## config.mk

```make
export PLATFORM = sky130hd
export DESIGN_NAME = convertidor_bin_bcd
export DESIGN_NICKNAME = d
export VERILOG_FILES = /design/src/rtl/bcd_pkg.sv /design/src/rtl/ajuste_bcd.sv /design/src/rtl/convertidor_bin_bcd.sv
export SDC_FILE = /design/constraint.sdc
export NUM_CORES = 1
export LEC_CHECK = 0
export BUFFER_PORTS_ARGS = -buffer_cell sky130_fd_sc_hd__buf_2
export CAP_MARGIN = 10
export CELL_PAD_IN_SITES_DETAIL_PLACEMENT = 1
export CELL_PAD_IN_SITES_GLOBAL_PLACEMENT = 1
export CORE_MARGIN = 2
export CORE_UTILIZATION = 40
export CTS_CLUSTER_DIAMETER = 80
export DETAILED_ROUTE_END_ITERATION = 8
export PLACE_DENSITY = 0.69
export SLEW_MARGIN = 20
export SYNTH_ARGS = -nofsm -noshare
export SYNTH_HDL_FRONTEND = slang
export SYNTH_SLANG_ARGS = --single-unit
```

## constraint.sdc

```tcl
create_clock -name clk -period 3.7 [get_ports clk]
set_input_delay 0.185 -clock clk [delete_from_list [all_inputs] [get_ports clk]]
set_output_delay 0.185 -clock clk [all_outputs]
set_load 0.005 [all_outputs]
```

## src/rtl/bcd_pkg.sv

```systemverilog
// Shared types and constants for the binary-to-BCD converter.
package bcd_pkg;

  localparam int NIBBLE      = 4;
  localparam int DIGITOS_INT = 5;
  localparam int MAX_BCD     = 9999;
  localparam int ANCHO_BCD   = DIGITOS_INT * NIBBLE;

  typedef enum logic [1:0] {
    IDLE,
    DESPLAZA,
    FIN
  } estado_t;

  // Double-dabble correction: any digit that would reach 10 after the shift is pre-biased by 3.
  function automatic logic [NIBBLE-1:0] suma_tres(input logic [NIBBLE-1:0] n);
    return (n >= 4'd5) ? n + 4'd3 : n;
  endfunction

endpackage

```

## src/rtl/ajuste_bcd.sv

```systemverilog
// Combinational add-3 correction for one BCD nibble.
module ajuste_bcd
  import bcd_pkg::*;
(
  input  logic [NIBBLE-1:0] nibble,
  output logic [NIBBLE-1:0] resultado
);

  assign resultado = suma_tres(nibble);

endmodule

```

## src/rtl/convertidor_bin_bcd.sv

```systemverilog
// Sequential binary-to-BCD converter (shift-and-add-3), one bit per cycle.
// Optional macro BCD_SATURACION_EN: clamp results above 9999 to 9999 and flag overflow.
module convertidor_bin_bcd
  import bcd_pkg::*;
#(
  parameter int ANCHO = 14
) (
  input  logic             clk,
  input  logic             rst,
  input  logic [ANCHO-1:0] binario,
  input  logic             start,
  output logic [3:0]       unidades,
  output logic [3:0]       decenas,
  output logic [3:0]       centenas,
  output logic [3:0]       unidadesMillar,
  output logic             busy,
  output logic             done,
  output logic             overflow
);

  localparam int W  = ANCHO_BCD + ANCHO;
  localparam int CW = $clog2(ANCHO + 1);

  estado_t           estado_reg, estado_next;
  logic [W-1:0]      trabajo_reg;
  logic [W-1:0]      trabajo_ajustado;
  logic [CW-1:0]     cuenta_reg;
  logic              ultima;
  logic [ANCHO_BCD-1:0] bcd_ajustado;
  logic [3:0]        unidades_reg, decenas_reg, centenas_reg, millar_reg;
  logic              done_reg;

  genvar gi;
  generate
    for (gi = 0; gi < DIGITOS_INT; gi++) begin : g_ajuste
      ajuste_bcd u_ajuste (
        .nibble    (trabajo_reg[ANCHO + NIBBLE*gi +: NIBBLE]),
        .resultado (bcd_ajustado[NIBBLE*gi +: NIBBLE])
      );
    end
  endgenerate

  assign trabajo_ajustado = {bcd_ajustado, trabajo_reg[ANCHO-1:0]};
  assign ultima           = (cuenta_reg == CW'(ANCHO - 1));

  always_ff @(posedge clk or posedge rst) begin
    if (rst) estado_reg <= IDLE;
    else     estado_reg <= estado_next;
  end

  always_comb begin
    estado_next = estado_reg;
    case (estado_reg)
      IDLE:     if (start) estado_next = DESPLAZA;
      DESPLAZA: if (ultima) estado_next = FIN;
      FIN:      estado_next = IDLE;
      default:  estado_next = IDLE;
    endcase
  end

  always_ff @(posedge clk or posedge rst) begin
    if (rst) begin
      trabajo_reg <= '0;
      cuenta_reg  <= '0;
      done_reg    <= 1'b0;
    end else begin
      done_reg <= (estado_reg == FIN);
      case (estado_reg)
        IDLE: begin
          if (start) begin
            trabajo_reg <= {{ANCHO_BCD{1'b0}}, binario};
            cuenta_reg  <= '0;
          end
        end
        DESPLAZA: begin
          trabajo_reg <= trabajo_ajustado << 1;
          cuenta_reg  <= cuenta_reg + CW'(1);
        end
        default: ;
      endcase
    end
  end

`ifdef BCD_SATURACION_EN
  logic [3:0] decenas_millar;
  logic       overflow_reg;

  assign decenas_millar = trabajo_reg[ANCHO + 4*NIBBLE +: NIBBLE];

  always_ff @(posedge clk or posedge rst) begin
    if (rst) begin
      unidades_reg <= '0;
      decenas_reg  <= '0;
      centenas_reg <= '0;
      millar_reg   <= '0;
      overflow_reg <= 1'b0;
    end else if (estado_reg == FIN) begin
      if (decenas_millar != 4'd0) begin
        unidades_reg <= 4'd9;
        decenas_reg  <= 4'd9;
        centenas_reg <= 4'd9;
        millar_reg   <= 4'd9;
        overflow_reg <= 1'b1;
      end else begin
        unidades_reg <= trabajo_reg[ANCHO +: NIBBLE];
        decenas_reg  <= trabajo_reg[ANCHO + NIBBLE +: NIBBLE];
        centenas_reg <= trabajo_reg[ANCHO + 2*NIBBLE +: NIBBLE];
        millar_reg   <= trabajo_reg[ANCHO + 3*NIBBLE +: NIBBLE];
        overflow_reg <= 1'b0;
      end
    end
  end

  assign overflow = overflow_reg;
`else
  // Ten-thousands digit is dropped; only the four displayed digits are kept.
  always_ff @(posedge clk or posedge rst) begin
    if (rst) begin
      unidades_reg <= '0;
      decenas_reg  <= '0;
      centenas_reg <= '0;
      millar_reg   <= '0;
    end else if (estado_reg == FIN) begin
      unidades_reg <= trabajo_reg[ANCHO +: NIBBLE];
      decenas_reg  <= trabajo_reg[ANCHO + NIBBLE +: NIBBLE];
      centenas_reg <= trabajo_reg[ANCHO + 2*NIBBLE +: NIBBLE];
      millar_reg   <= trabajo_reg[ANCHO + 3*NIBBLE +: NIBBLE];
    end
  end

  assign overflow = 1'b0;
`endif

  assign unidades       = unidades_reg;
  assign decenas        = decenas_reg;
  assign centenas       = centenas_reg;
  assign unidadesMillar = millar_reg;
  assign busy           = (estado_reg != IDLE);
  assign done           = done_reg;

endmodule

```

---- Word level (Yosys, flattened, before mapping) ----
Index checks and enable logic that the tools add are counted.
word-level totals
  logic and storage cells ................. 41
  register bits ........................... 57
  input bits .............................. 17
operators by class
  add/sub/neg operators ................... 6
  order comparisons ....................... 5
  reduce and logical (&&, ||, !) cells .... 5
  equal/unequal tests ..................... 5
  muxes and demuxes ....................... 12
operators by type and width
  operator               number
  $pmux W34 S2           1
  $mux W34               1
  $ge A4 B3 Y1 const B   5
  $mux W4                5
  $add A4 B2 Y4 const B  4
  $pmux W4 S2            1
  $add A4 B1 Y4 const B  1
  $eq A4 B4 Y1 const B   1
  $mux W2                2
  $ne A2 B2 Y1 const B   2
  $pmux W2 S2            1
  $reduce_and A2 Y1      2
  $reduce_bool A2 Y1     2
  $add A3 B2 Y3 const B  1
  $mux W3                1
  $eq A2 B1 Y1 const B   1
  $eq A2 B2 Y1 const B   1
  $logic_not A2 Y1       1

---- Logic depth before layout (Yosys ltp) ----
Gate-level depths: netlist of run 1.
  depth after elaboration ................. 3
  mapped depth ............................ 6

---- Cells and area by module ----
From an unflattened synthesis of run 1, not the netlist that was laid out.
second synthesis, totals
  cells, all modules ...................... 244
  area total of the unflattened synthesis .. 2,751.4 um^2
by module, submodules not included
  module               cells an instance  seq. area each (um^2)  times used  area an instance (um^2)
  convertidor_bin_bcd  180                1,326.3                1           2,346.0
  ajuste_bcd           16                 0.0                    4           101.3

---- Least setup slack after synthesis of run 1 ----
No wires, ideal clock.
  kind .................................... register to register
  start point ............................. reg trabajo_reg[14]
  end point ............................... reg trabajo_reg[16]
  path buffers ............................ 0
  stages on the path, launching flop included .. 7
  library setup time ...................... 0.083 ns
  period minus slack after synthesis ...... 1.514 ns
  slack ................................... 2.186 ns
  arrival time ............................ 1.432 ns
  cells stage by stage .................... dfrtp_1 inv_1 ha_1 nand2b_1 a21oi_1 mux2_2 o21ai_0
on the way
  longest elaborated chain between the ends .. 3
  elaborated cells on any way between the ends .. 4
  classes of those cells .................. 1 x add/sub; 1 x order compare; 2 x mux
ends and longest elaborated chain
  what                                           RTL line                   text
  start: declaration                             convertidor_bin_bcd.sv:25  logic [W-1:0] trabajo_reg;
  start signal: assignment                       convertidor_bin_bcd.sv:71  trabajo_reg <= {{ANCHO_BCD{1'b0}}, binario};
  start signal: assignment                       convertidor_bin_bcd.sv:76  trabajo_reg <= trabajo_ajustado << 1;
  $add A4 B2 Y4 or $ge A4 B3 Y1 (tied branches)  bcd_pkg.sv:17              return (n >= 4'd5) ? n + 4'd3 : n;
  $mux W4 *                                      bcd_pkg.sv:17
  $pmux W34 S2 *                                 convertidor_bin_bcd.sv:68  case (estado_reg)
Every way passes the cells marked *; elsewhere a longest branch is shown, timed or not.
A chain may end at the register's enable or synchronous reset.

---- Worst setup path after layout of run 1 ----
  start point ............................. reg estado_reg[1]
  end point ............................... reg trabajo_reg[17]
on the way
  longest elaborated chain between the ends .. 3
  elaborated cells on any way between the ends .. 6
  classes of those cells .................. 2 x eq/ne; 1 x mux; 3 x reduce/logical
ends and longest elaborated chain
  what                                                          RTL line                   text
  start: declaration                                            convertidor_bin_bcd.sv:24  estado_t estado_reg, estado_next;
  start signal: assignment                                      convertidor_bin_bcd.sv:48  else estado_reg <= estado_next;
  $eq A2 B1 Y1 or $logic_not A2 Y1 (tied branches)              convertidor_bin_bcd.sv:68
  $reduce_bool A2 Y1 (no line) or $ne A2 B2 Y1 (tied branches)  --
  $reduce_and A2 Y1 (no line)                                   --
Several ways; a longest one is shown, not always the timed one.

==> impl_metrics.csv, run 1 <==
group,metric,value,unit
timing,tightest_slew,784.0,ps
cells_and_area,final_nets,310,
synth,yosysSeqAreaShare,51.51,%
timing,finClkSkew,8.153,ps
worst_setup_path,cp_common_cell,"o21ai_0",
timing,max_freq,0.5018,GHz
clock_network,post_cts_buffers,0,
synth,synth_nets,283,
status,status,"completed",
place,post-place-ws,1733,ps
pwr,vdd_drop_max,0.2480,mV
clock_network,clk_pin_slew,90,ps
floorplan,coreArea,0.006277,sq mm
detailed_routing,wl,5104,um
place,dp_hpwl,3544,um
clock_network,clockBufferDepth,2,
synth,synth-edff-count,0,
worst_setup_path,setup.worst_path.end_class,"flop",
synth,synth_cell_type_count,28,
clock_network,cts_tree,"yes",
pwr,intPower,1.380,mW
clock_network,cts-htree-levels,2,
pwr,combPwrFrac,36.4,%
cells_and_area,area_growth_syn_to_layout,11.03,%
synth,avgSynthCellArea,10.06,sq um
global_route,grt_pass1_wl,9073,um
pwr,fin_total_pwr,2.191,mW
global_route,grt_max_degree,38,
global_route,grt_usage,15.49,%
timing,max_slew_margin,47.59,%
cells_and_area,diodes,0,
floorplan,rows,29,
timing,rsz0062_at_grt,"no",
pwr,p_per_area,766.3,mW/mm^2
clock_network,clk_latency,300,ps
detailed_routing,firstDrtPassIters,4,
cells_and_area,largest_reg_flops,30,
worst_setup_path,arrival,2140,ps
run,cap_violations,0,
place,placedCellCount,353,
pwr,p_switching,0.8104,mW
floorplan,start_util,41.02,%
pwr,sequentialPowerShare,45.1,%
cells_and_area,drive_gt1_share,20.77,%
floorplan,ios,36,
synth,ys_seq_elements,53,
hold_path,hold_path.class,"primary input to async pin",
synth,synth-async-reset-ratio,100.0,%
worst_setup_path,worstSetupStartpointType,"flop",
worst_setup_path,worst_ep_required_time,3850,ps
clock_network,cts_made_buffers,5,
global_route,antenna_found_initial,0,
cells_and_area,final_cells,361,
pwr,power.share.clock,18.5,%
detailed_routing,drt-initial-drc-count,69,
global_route,grt_pass1_vias,1898,
place,gp_congestion,0.7013,
worst_setup_path,path_max_fanout,23,
clock_network,cts_resized,0,
synth,synthCells,256,
global_route,grt_overflow,0,
detailed_routing,vias,1860,
clock_network,ctsHoldBuffers,0,
floorplan,die_x,84.24,um
worst_setup_path,critPathKind,"flop to flop",
floorplan,die_area,0.007096,sq mm
synth,synthFlopType,"dfrtp_1",
cells_and_area,final_util,45.55,%
timing,setup_ws,1707,ps
detailed_routing,routed_via_density,5.152,
timing,fin_crit_sh,53.86,%
detailed_routing,ant_nets,0,
pwr,p_leak,1.354,nW
synth,yosys_warnings,0,
worst_setup_path,cpMaxStageDelayCell,"dfrtp_1",
pwr,switching_share,36.99,%
timing,post-route-min-period,1993,ps
timing,fin_tns_setup,0,ps
worst_setup_path,crit_path_cell_trace,"nand2b_1, nor3_1, o21ai_0, o21ai_0",
detailed_routing,drc,0,
place,portBuffers,34,
synth,syn-cell-area,0.002575,sq mm
worst_setup_path,crit_path_max_incr_delay,770,ps
synth,synth_largest_area_cell,"dfrtp_1",
timing,finalHoldViolations,0,
detailed_routing,avgRoutedWirePerCell,14.14,um
clock_network,cts_sinks,53,
floorplan,die_y,84.24,um
clock_network,cts_root_buf,"clkbuf_8",
synth,yosys.area.top_type_share,51.51,%
timing,slew_violations,0,
timing,setup_viol_count_final,0,
synth,synth_area_leaders,"dfrtp_1, o21ai_0, nand2_1",
[path summary, 6_finish.rpt]
kind,slack (ps),endpoint,from,cells past startpoint
max,1710,trabajo_reg[17]$_DFFE_PP0P_,estado_reg[1]$_DFFE_PP0P_,4
min,10,decenas[3]$_DFFE_PP0P_,rst,2
max reg2reg,1710,trabajo_reg[17]$_DFFE_PP0P_,estado_reg[1]$_DFFE_PP0P_,4
min reg2reg,480,unidadesMillar[0]$_DFFE_PP0P_,unidadesMillar[0]$_DFFE_PP0P_,2
max in group asynchronous,2950,trabajo_reg[1]$_DFFE_PP0P_,rst,3
min in group clk,270,trabajo_reg[0]$_DFFE_PP0P_,binario[0],5
[cell usage after synthesis (2+ instances only)]
master,count
nand2_1,41
a21oi_1,20
mux2_4,3
nand2b_1,6
nor3b_1,15
xnor2_1,4
buf_4,3
buf_6,5
dfrtp_1,53
nor2_1,2
clkbuf_1,4
buf_2,4
ha_1,10
a22o_1,2
nor3_1,5
nand3_1,2
mux2_2,9
o21ai_0,46
inv_1,13
[layer usage]
layer / track usage [%] / vias to the layer above / routed length [um]
li1: - / 917 / -
met1: 21.02 / 896 / 2510
met2: 25.32 / 39 / 2358
met3: 2.852 / 8 / 181
met4: 4.692 / 0 / 54
met5: 0 / - / 0
[cell usage in the layout, fill, tap and decap left out]
cell type,Yosys,layout
nand2_1,41,41
a22o_1,2,2
a21oi_1,20,20
mux2_4,3,3
o21bai_4,1,1
mux2_2,9,9
ha_1,10,10
buf_2,4,34
xor2_1,1,1
o21ai_0,46,46
nor3b_1,15,15
inv_2,0,1
o31ai_1,1,1
nand3_1,2,2
a41oi_1,1,1
conb_1,1,1
buf_4,3,2
xnor2_1,4,4
a21o_1,1,1
dfrtp_1,53,53
nor2_1,2,2
clkbuf_1,4,1
inv_1,13,12
mux2i_1,1,1
nor3_1,5,5
nand2b_1,6,6
nand2b_4,1,1
clkbuf_8,0,6
or2_2,1,1
bufinv_16,0,1
[layout make-up]
cell class / count / area (sq um)
multi-input cells: 174 / 1086
well taps: 77 / 96.34
clock buffers: 7 / 86.33
repair buffers: 36 / 185.2
inverters: 13 / 48.80
flip-flops and latches: 53 / 1326
clock inverters: 1 / 30.03
fillers: 746 / 3418
[power by group through the flow]
| stage | Sequential, mW | Clock, mW | Combinational [mW] |
|---|---|---|---|
| 5_1_grt | 1.03 | 0.441 | 0.932 |
| 2_1_floorplan | 0.927 | 0 | 0.677 |
| 3_3_place_gp | 0.992 | 0 | 0.780 |
| 3_5_place_dp | 1.00 | 0 | 0.811 |
| 6_report | 0.989 | 0.405 | 0.797 |
| 4_1_cts | 0.992 | 0.421 | 0.815 |
[cell families (layout without fill, tap and decap cells)]
kind of cell / count (synthesis) / count (layout) / share of synthesized area, %
xor gates and xnor gates: 5 / 5 / 1.701
adders and majority gates: 10 / 10 / 4.859
and+or+nand+nor: 73 / 73 / 14.24
muxes: 13 / 13 / 6.074
AOI/OAI and AO/OA: 72 / 72 / 15.16
buffers and inverters: 29 / 57 / 6.317
other: 1 / 1 / 0.1456
DFF: 53 / 53 / 51.51
[critical path, delay by kind of cell, from the launching register on]
| family | cells | cell delay [ps] |
|---|---|---|
| simple gates | 2 | 760 |
| compound gates | 2 | 300 |
| flops | 1 | 770 |
[per-stage QoR]
stage	hold WS, ps	area, sq um
final	9.979	2859
after global routing	75.93	2859
after CTS	41.88	2859
after detailed placement	382.6	2743
after global placement	382.1	2743
after floorplan	448.7	2575
(Power assumes the default switching activity.)
==> run 2: changes to the inputs <==
--- a/config.mk
+++ b/config.mk
@@ -13,7 +13,7 @@
 export CORE_UTILIZATION = 40
 export CTS_CLUSTER_DIAMETER = 80
 export DETAILED_ROUTE_END_ITERATION = 8
-export PLACE_DENSITY = 0.69
+export PLACE_DENSITY = 0.71
 export SLEW_MARGIN = 20
 export SYNTH_ARGS = -nofsm -noshare
 export SYNTH_HDL_FRONTEND = slang
==> constraint.sdc (replaced) <==
create_clock -name clk -period 1.65 [get_ports clk]
set_input_delay 0.0825 -clock clk [delete_from_list [all_inputs] [get_ports clk]]
set_output_delay 0.0825 -clock clk [all_outputs]
set_load 0.005 [all_outputs]
==> run 2 against run 1 <==
Core utilization increased by 1.5 points. Design area increased by 3.2%. Highest routed layer unchanged. Sequential share of layout area decreased by 1.4 points. Critical endpoint is now trabajo_reg[28]$_DFFE_PP0P_. Setup slack got worse by 1600 ps. Via count increased by 1.5%. Register-to-register slack got worse by 1600 ps. Combinational power increased to 2.6 times the previous value. Critical path depth increased by 2. Total power increased by 130%.
==> impl_metrics.csv, run 2 (same netlist as run 1, synthesis figures left out) <==
group,metric,value,unit
worst_setup_path,arrival,1800,ps
detailed_routing,drt-initial-drc-count,69,
timing,fin_crit_sh,95.29,%
floorplan,die_y,84.24,um
cells_and_area,drive_gt1_share,26.12,%
clock_network,clk_pin_slew,90,ps
worst_setup_path,ff2ff_setup_slack,80,ps
status,status,"completed",
detailed_routing,vias,1887,
timing,post-route-min-period,1572,ps
timing,max_slew_margin,47.76,%
clock_network,clk_latency,300,ps
worst_setup_path,critPathKind,"flop to flop",
cells_and_area,layout_common_cells,"dfrtp_1, o21ai_0, nand2_1",
timing,setup_viol_count_final,0,
place,dp_hpwl,3620,um
detailed_routing,ant_nets,0,
clock_network,cts_made_buffers,5,
global_route,grt_overflow,0,
timing,fin_tns_setup,0,ps
timing,slew_violations,0,
floorplan,ios,36,
cells_and_area,largest_reg_flops,30,
global_route,antenna_found_initial,0,
timing,holdWs,181.0,ps
detailed_routing,drc,0,
hold_path,hold_path.class,"primary input to flop",
place,gp_congestion,0.7516,
timing,tightest_slew,783.1,ps
detailed_routing,routed_via_density,5.128,
place,portBuffers,34,
worst_setup_path,setup.worst_path.end_class,"flop",
place,placedCellCount,357,
pwr,p_per_area,1725,mW/mm^2
hold_path,hold_end,"trabajo_reg[0]$_DFFE_PP0P_",
pwr,p_leak,1.391,nW
global_route,grt_pass1_wl,9108,um
global_route,grt_max_degree,54,
worst_setup_path,reg2reg_depth,6,
cells_and_area,fill_cells,735,
floorplan,start_util,41.02,%
clock_network,cts-htree-levels,2,
timing,rsz0062_at_grt,"no",
cells_and_area,final_common_cell,"dfrtp_1",
global_route,grt_usage,15.61,%
run,cap_violations,0,
global_route,grt_pass1_vias,1927,
cells_and_area,final_nets,317,
detailed_routing,wl,5459,um
worst_setup_path,path_max_fanout,3,
cells_and_area,final_cells,368,
clock_network,cts_root_buf,"clkbuf_8",
detailed_routing,firstDrtPassIters,3,
clock_network,cts_tree,"yes",
worst_setup_path,worst_ep_required_time,1880,ps
clock_network,cts_sinks,53,
clock_network,clockBufferDepth,2,
detailed_routing,avgRoutedWirePerCell,14.83,um
timing,finClkSkew,4.129,ps
floorplan,coreArea,0.006277,sq mm
pwr,vdd_drop_max,0.5771,mV
hold_path,min_path_cells,5,
hold_path,worstHoldStart,"binario[0]",
worst_setup_path,regToRegEndpoint,"trabajo_reg[28]$_DFFE_PP0P_",
cells_and_area,area_growth_syn_to_layout,14.58,%
timing,finalHoldViolations,0,
worst_setup_path,r2r_start,"trabajo_reg[26]$_DFFE_PP0P_",
floorplan,die_x,84.24,um
floorplan,rows,29,
worst_setup_path,worstSetupStartpointType,"flop",
cells_and_area,diodes,0,
timing,max_freq,0.6360,GHz
floorplan,die_area,0.007096,sq mm
==> run 2: critical path: stages, from the launching register on <==
cell      delay (ps)
dfrtp_1          410
inv_1            120
ha_2             220
nand2b_1          90
a21oi_2          190
mux2_2           350
o21ai_0          140
==> run 2: how the worst max path moves through the flow <==
stage,from,end,slack [ps],cells past startpoint
2_1_floorplan,trabajo_reg[14]$_DFFE_PP0P_,trabajo_reg[16]$_DFFE_PP0P_,140,6
3_3_place_gp,trabajo_reg[22]$_DFFE_PP0P_,trabajo_reg[24]$_DFFE_PP0P_,110,6
3_5_place_dp,trabajo_reg[18]$_DFFE_PP0P_,trabajo_reg[20]$_DFFE_PP0P_,-2,6
4_1_cts,trabajo_reg[22]$_DFFE_PP0P_,trabajo_reg[24]$_DFFE_PP0P_,10,6
5_1_grt,trabajo_reg[15]$_DFFE_PP0P_,trabajo_reg[16]$_DFFE_PP0P_,8,6
6_report,trabajo_reg[26]$_DFFE_PP0P_,trabajo_reg[28]$_DFFE_PP0P_,80,6
==> run 2: routing by layer <==
metal	part of all wire, %	global-route usage, %
met1	48	21.84
met2	47	25.25
met3	3.7	2.458
met4	0.90	4.399
met5	0	0
==> run 2: metrics by stage <==
stage	setup slack, ps	instance area (sq um)	utilization (%)	total power, mW
2_1_floorplan	135.5	2575	-	3.596
4_1_cts	11.43	2913	46.40	5.031
6_report	77.67	2950	47.00	5.089
3_5_place_dp	-1.782	2798	44.57	4.220
3_3_place_gp	108.0	2798	44.57	4.086
5_1_grt	7.674	2950	47.00	5.547
==> run 2: final cells by class <==
class / count / area, sq um / area share, %
inverters: 13 / 48.80 / 1.654
repair buffers: 42 / 257.7 / 8.736
well taps: 77 / 96.34 / 3.265
flip-flops and latches: 53 / 1326 / 44.95
multi-input cells: 175 / 1120 / 37.96
clock buffers: 7 / 96.34 / 3.265
clock inverters: 1 / 5.005 / 0.1696
==> run 2: power by group <==
part	internal, mW	switching (mW)	total [mW]	leakage (nW)
clock	0.380	0.419	0.799	0.0542
combinational	0.991	1.12	2.11	0.643
sequential	1.77	0.409	2.18	0.694
total	3.14	1.94	5.09	1.39
==> run 2: what timing repair did <==
item / 4_1_cts / 5_1_grt
resized for setup: 1 / 11
cloned: 0 / 1
endpoints found under the hold margin: 53 / 0
endpoints found under the setup margin: 1 / 8
hold buffers: 1 / 0
buffers inserted: 0 / 1
pin swaps: 0 / 2
==> run 3: changes to the inputs <==
--- a/config.mk
+++ b/config.mk
@@ -5,15 +5,17 @@
 export SDC_FILE = /design/constraint.sdc
 export NUM_CORES = 1
 export LEC_CHECK = 0
+export ABC_AREA = 1
 export BUFFER_PORTS_ARGS = -buffer_cell sky130_fd_sc_hd__buf_2
 export CAP_MARGIN = 10
 export CELL_PAD_IN_SITES_DETAIL_PLACEMENT = 1
 export CELL_PAD_IN_SITES_GLOBAL_PLACEMENT = 1
 export CORE_MARGIN = 2
-export CORE_UTILIZATION = 40
+export CORE_UTILIZATION = 38
 export CTS_CLUSTER_DIAMETER = 80
+export CTS_CLUSTER_SIZE = 8
 export DETAILED_ROUTE_END_ITERATION = 8
-export PLACE_DENSITY = 0.71
+export PLACE_DENSITY = 0.7
 export SLEW_MARGIN = 20
 export SYNTH_ARGS = -nofsm -noshare
 export SYNTH_HDL_FRONTEND = slang
==> run 3 against run 2 <==
Via count up 9.8%. Sequential share of layout area down 0.60 points. Design area up 1.4%. Register-to-register slack better by 250 ps. Count of clock-buffer cells in the layout unchanged. Clock power down 0.8%. Cell count up 15%. Non-clock buffer count up 7. Critical path depth unchanged. Die area up 4.9%. Fmax up 19%. Critical path type unchanged. Critical endpoint is now trabajo_reg[6]$_DFFE_PP0P_. Largest power group is now combinational logic.
==> impl_metrics.csv, run 3 <==
group,metric,value,unit
detailed_routing,vias,2072,
floorplan,die_x,86.28,um
synth,synth-async-reset-ratio,100.0,%
clock_network,cts_root_buf,"clkbuf_8",
cells_and_area,layout_common_cells,"nand2_1, dfrtp_1, buf_2",
detailed_routing,routed_via_density,4.875,
run,cap_violations,0,
detailed_routing,avgRoutedWirePerCell,13.20,um
cells_and_area,diodes,0,
detailed_routing,firstDrtPassIters,4,
clock_network,cts_tree,"yes",
timing,finClkSkew,2.204,ps
detailed_routing,drc,0,
synth,synth_cell_type_count,24,
floorplan,start_util,39.83,%
floorplan,ios,36,
worst_setup_path,critPathKind,"flop to flop",
status,status,"completed",
timing,slew_violations,0,
clock_network,cts_sinks,53,
worst_setup_path,path_max_fanout,22,
global_route,grtUsageMet2,28.26,%
synth,synthFlopType,"dfrtp_1",
pwr,p_leak,1.567,nW
worst_setup_path,worst-path-stages,6,
timing,rsz0062_at_grt,"no",
synth,avgSynthCellArea,8.518,sq um
detailed_routing,drt-initial-drc-count,76,
cells_and_area,largest_reg_flops,30,
clock_network,cts_made_buffers,5,
floorplan,rows,29,
hold_path,min_path_cells,3,
worst_setup_path,ff2ff_setup_slack,320,ps
pwr,p_per_area,1846,mW/mm^2
detailed_routing,ant_nets,0,
place,gp_congestion,0.8023,
synth,netlist_top_cells_count,"nand2_1, dfrtp_1, nand3_1",
global_route,met1_usage,21.90,%
clock_network,cts-htree-levels,2,
worst_setup_path,setup.worst_path.end_class,"flop",
worst_setup_path,reg2reg_depth,6,
timing,tightest_slew,500.8,ps
synth,synth_largest_area_cell,"dfrtp_1",
timing,max_freq,0.7539,GHz
synth,synthCells,302,
timing,finalHoldViolations,0,
worst_setup_path,crit_path_cell_trace,"inv_2, nand2_2, nand2_2, clkinv_2, nand2_1, nand3_1",
global_route,antenna_found_initial,0,
timing,setup_viol_count_final,0,
global_route,grt_usage,16.77,%
pwr,vdd_drop_max,0.6158,mV
detailed_routing,wl,5608,um
place,portBuffers,34,
clock_network,clockBufferDepth,2,
synth,syn-cell-area,0.002572,sq mm
worst_setup_path,path_delay_family,"flip-flops",
synth,synth.most_common_cell,"nand2_1",
clock_network,clk_pin_slew,90,ps
timing,holdWs,1.226,ps
cells_and_area,fill_cells,805,
worst_setup_path,cp_common_cell,"nand2_2",
cells_and_area,final_common_cell,"nand2_1",
timing,fin_crit_sh,80.39,%
floorplan,coreArea,0.006459,sq mm
clock_network,clk_latency,300,ps
worst_setup_path,worstSetupStartpointType,"flop",
worst_setup_path,crit_path_max_incr_delay,430,ps
synth,synth-edff-count,0,
timing,fin_tns_setup,0,ps
cells_and_area,area_growth_syn_to_layout,16.25,%
synth,synth_nets,329,
place,dp_hpwl,4057,um
worst_setup_path,worst_ep_required_time,1840,ps
synth,synth_area_leaders,"dfrtp_1, nand2_1, nand3_1",
timing,post-route-min-period,1326,ps
synth,ys_seq_elements,53,
clock_network,post_cts_buffers,0,
synth,yosysSeqAreaShare,51.56,%
global_route,grt_pass1_wl,9970,um
hold_path,hold_path.class,"primary input to flop",
cells_and_area,final_nets,374,
cells_and_area,drive_gt1_share,17.24,%
worst_setup_path,arrival,1520,ps
worst_setup_path,cpMaxStageDelayCell,"dfrtp_1",
synth,yosys.area.top_type_share,51.56,%
floorplan,die_area,0.007443,sq mm
place,dpl_cell_area,0.002789,sq mm
global_route,met3_usage,3.333,%
global_route,grt_overflow,0,
floorplan,die_y,86.28,um
cells_and_area,postLayoutCellArea,0.002990,sq mm
worst_setup_path,cp_num_buf_inv,2,
synth,yosys_warnings,0,
global_route,grt_pass1_vias,2218,
global_route,grt-busiest-layer,"met2",
global_route,grt_max_degree,33,
timing,max_slew_margin,66.57,%
run 3: changes by cell type after synthesis, sizes merged, moves of 4 or more:
cell    before  now
nor3         5    0
nand2       41  105
nor3b       15    0
nand3        2   33
nand2b       7    0
nand4        0    9
clkbuf       4    0
nor2         2   10
mux2        12    0
xnor2        4    0
o21ai       46   29
a21oi       20    1
inv         13   31
run 3: kinds of logic after synthesis:
kind of cell | Yosys count | synth area share, %
buffers and inverters | 43 | 8.608
adder cells (fa/ha/maj) | 10 | 4.864
AO/OA/AOI/OAI | 37 | 8.171
AND/OR/NAND/NOR | 158 | 26.65
other | 1 | 0.1458
flip-flops | 53 | 51.56
run 3: path summary, 6_finish.rpt:
check	startpoint	endpoint
min in group asynchronous	rst	trabajo_reg[27]$_DFFE_PP0P_
hold reg to reg	decenas[2]$_DFFE_PP0P_	decenas[2]$_DFFE_PP0P_
setup / recovery	estado_reg[1]$_DFFE_PP0P_	trabajo_reg[6]$_DFFE_PP0P_
hold / removal	binario[1]	trabajo_reg[1]$_DFFE_PP0P_
max in group asynchronous	rst	decenas[1]$_DFFE_PP0P_
setup reg to reg	estado_reg[1]$_DFFE_PP0P_	trabajo_reg[6]$_DFFE_PP0P_
run 3: layout make-up:
type | instances | area [sq um] | area share (%)
inverters | 32 | 121.4 | 4.059
clock buffers | 7 | 96.34 | 3.222
flip-flops and latches | 53 | 1326 | 44.35
repair buffers | 49 | 320.3 | 10.71
clock inverters | 1 | 5.005 | 0.1674
multi-input cells | 206 | 1025 | 34.27
well taps | 77 | 96.34 | 3.222
run 3: layer usage:
layer  vias up  share of wire (%)
met5         -                  0
met4         0                1.2
met3         5                3.1
met2        32                 48
met1       978                 48
li1       1057                  -
run 3: where the power goes:
part / leakage (nW) / internal [mW] / switching, mW / total, mW
Sequential: 0.662 / 1.84 / 0.373 / 2.22
Clock: 0.0542 / 0.380 / 0.413 / 0.793
Combinational: 0.851 / 0.960 / 1.55 / 2.51
Total: 1.57 / 3.18 / 2.34 / 5.52
run 3: timing repair:
| action | 4_1_cts | 5_1_grt |
|---|---|---|
| gates resized for setup | 0 | 0 |
| endpoints found under the hold margin | 22 | 0 |
| hold buffers | 10 | 0 |
run 3: per-stage QoR:
stage | power (mW) | util, % | cells | setup slack [ps]
after floorplan | 4.076 | - | 302 | 281.3
after global placement | 4.637 | 43.18 | 407 | 334.1
after detailed placement | 4.788 | 43.18 | 407 | 298.5
after CTS | 5.620 | 46.30 | 425 | 299.2
after global routing | 6.136 | 46.30 | 425 | 152.8
final | 5.519 | 46.30 | 425 | 323.5
run 3: worst reg2reg max path, delay by kind of cell, from the launching register on:
kind | cells | cell delay [ps]
flops | 1 | 430
simple gates | 4 | 430
buf+inv | 2 | 370
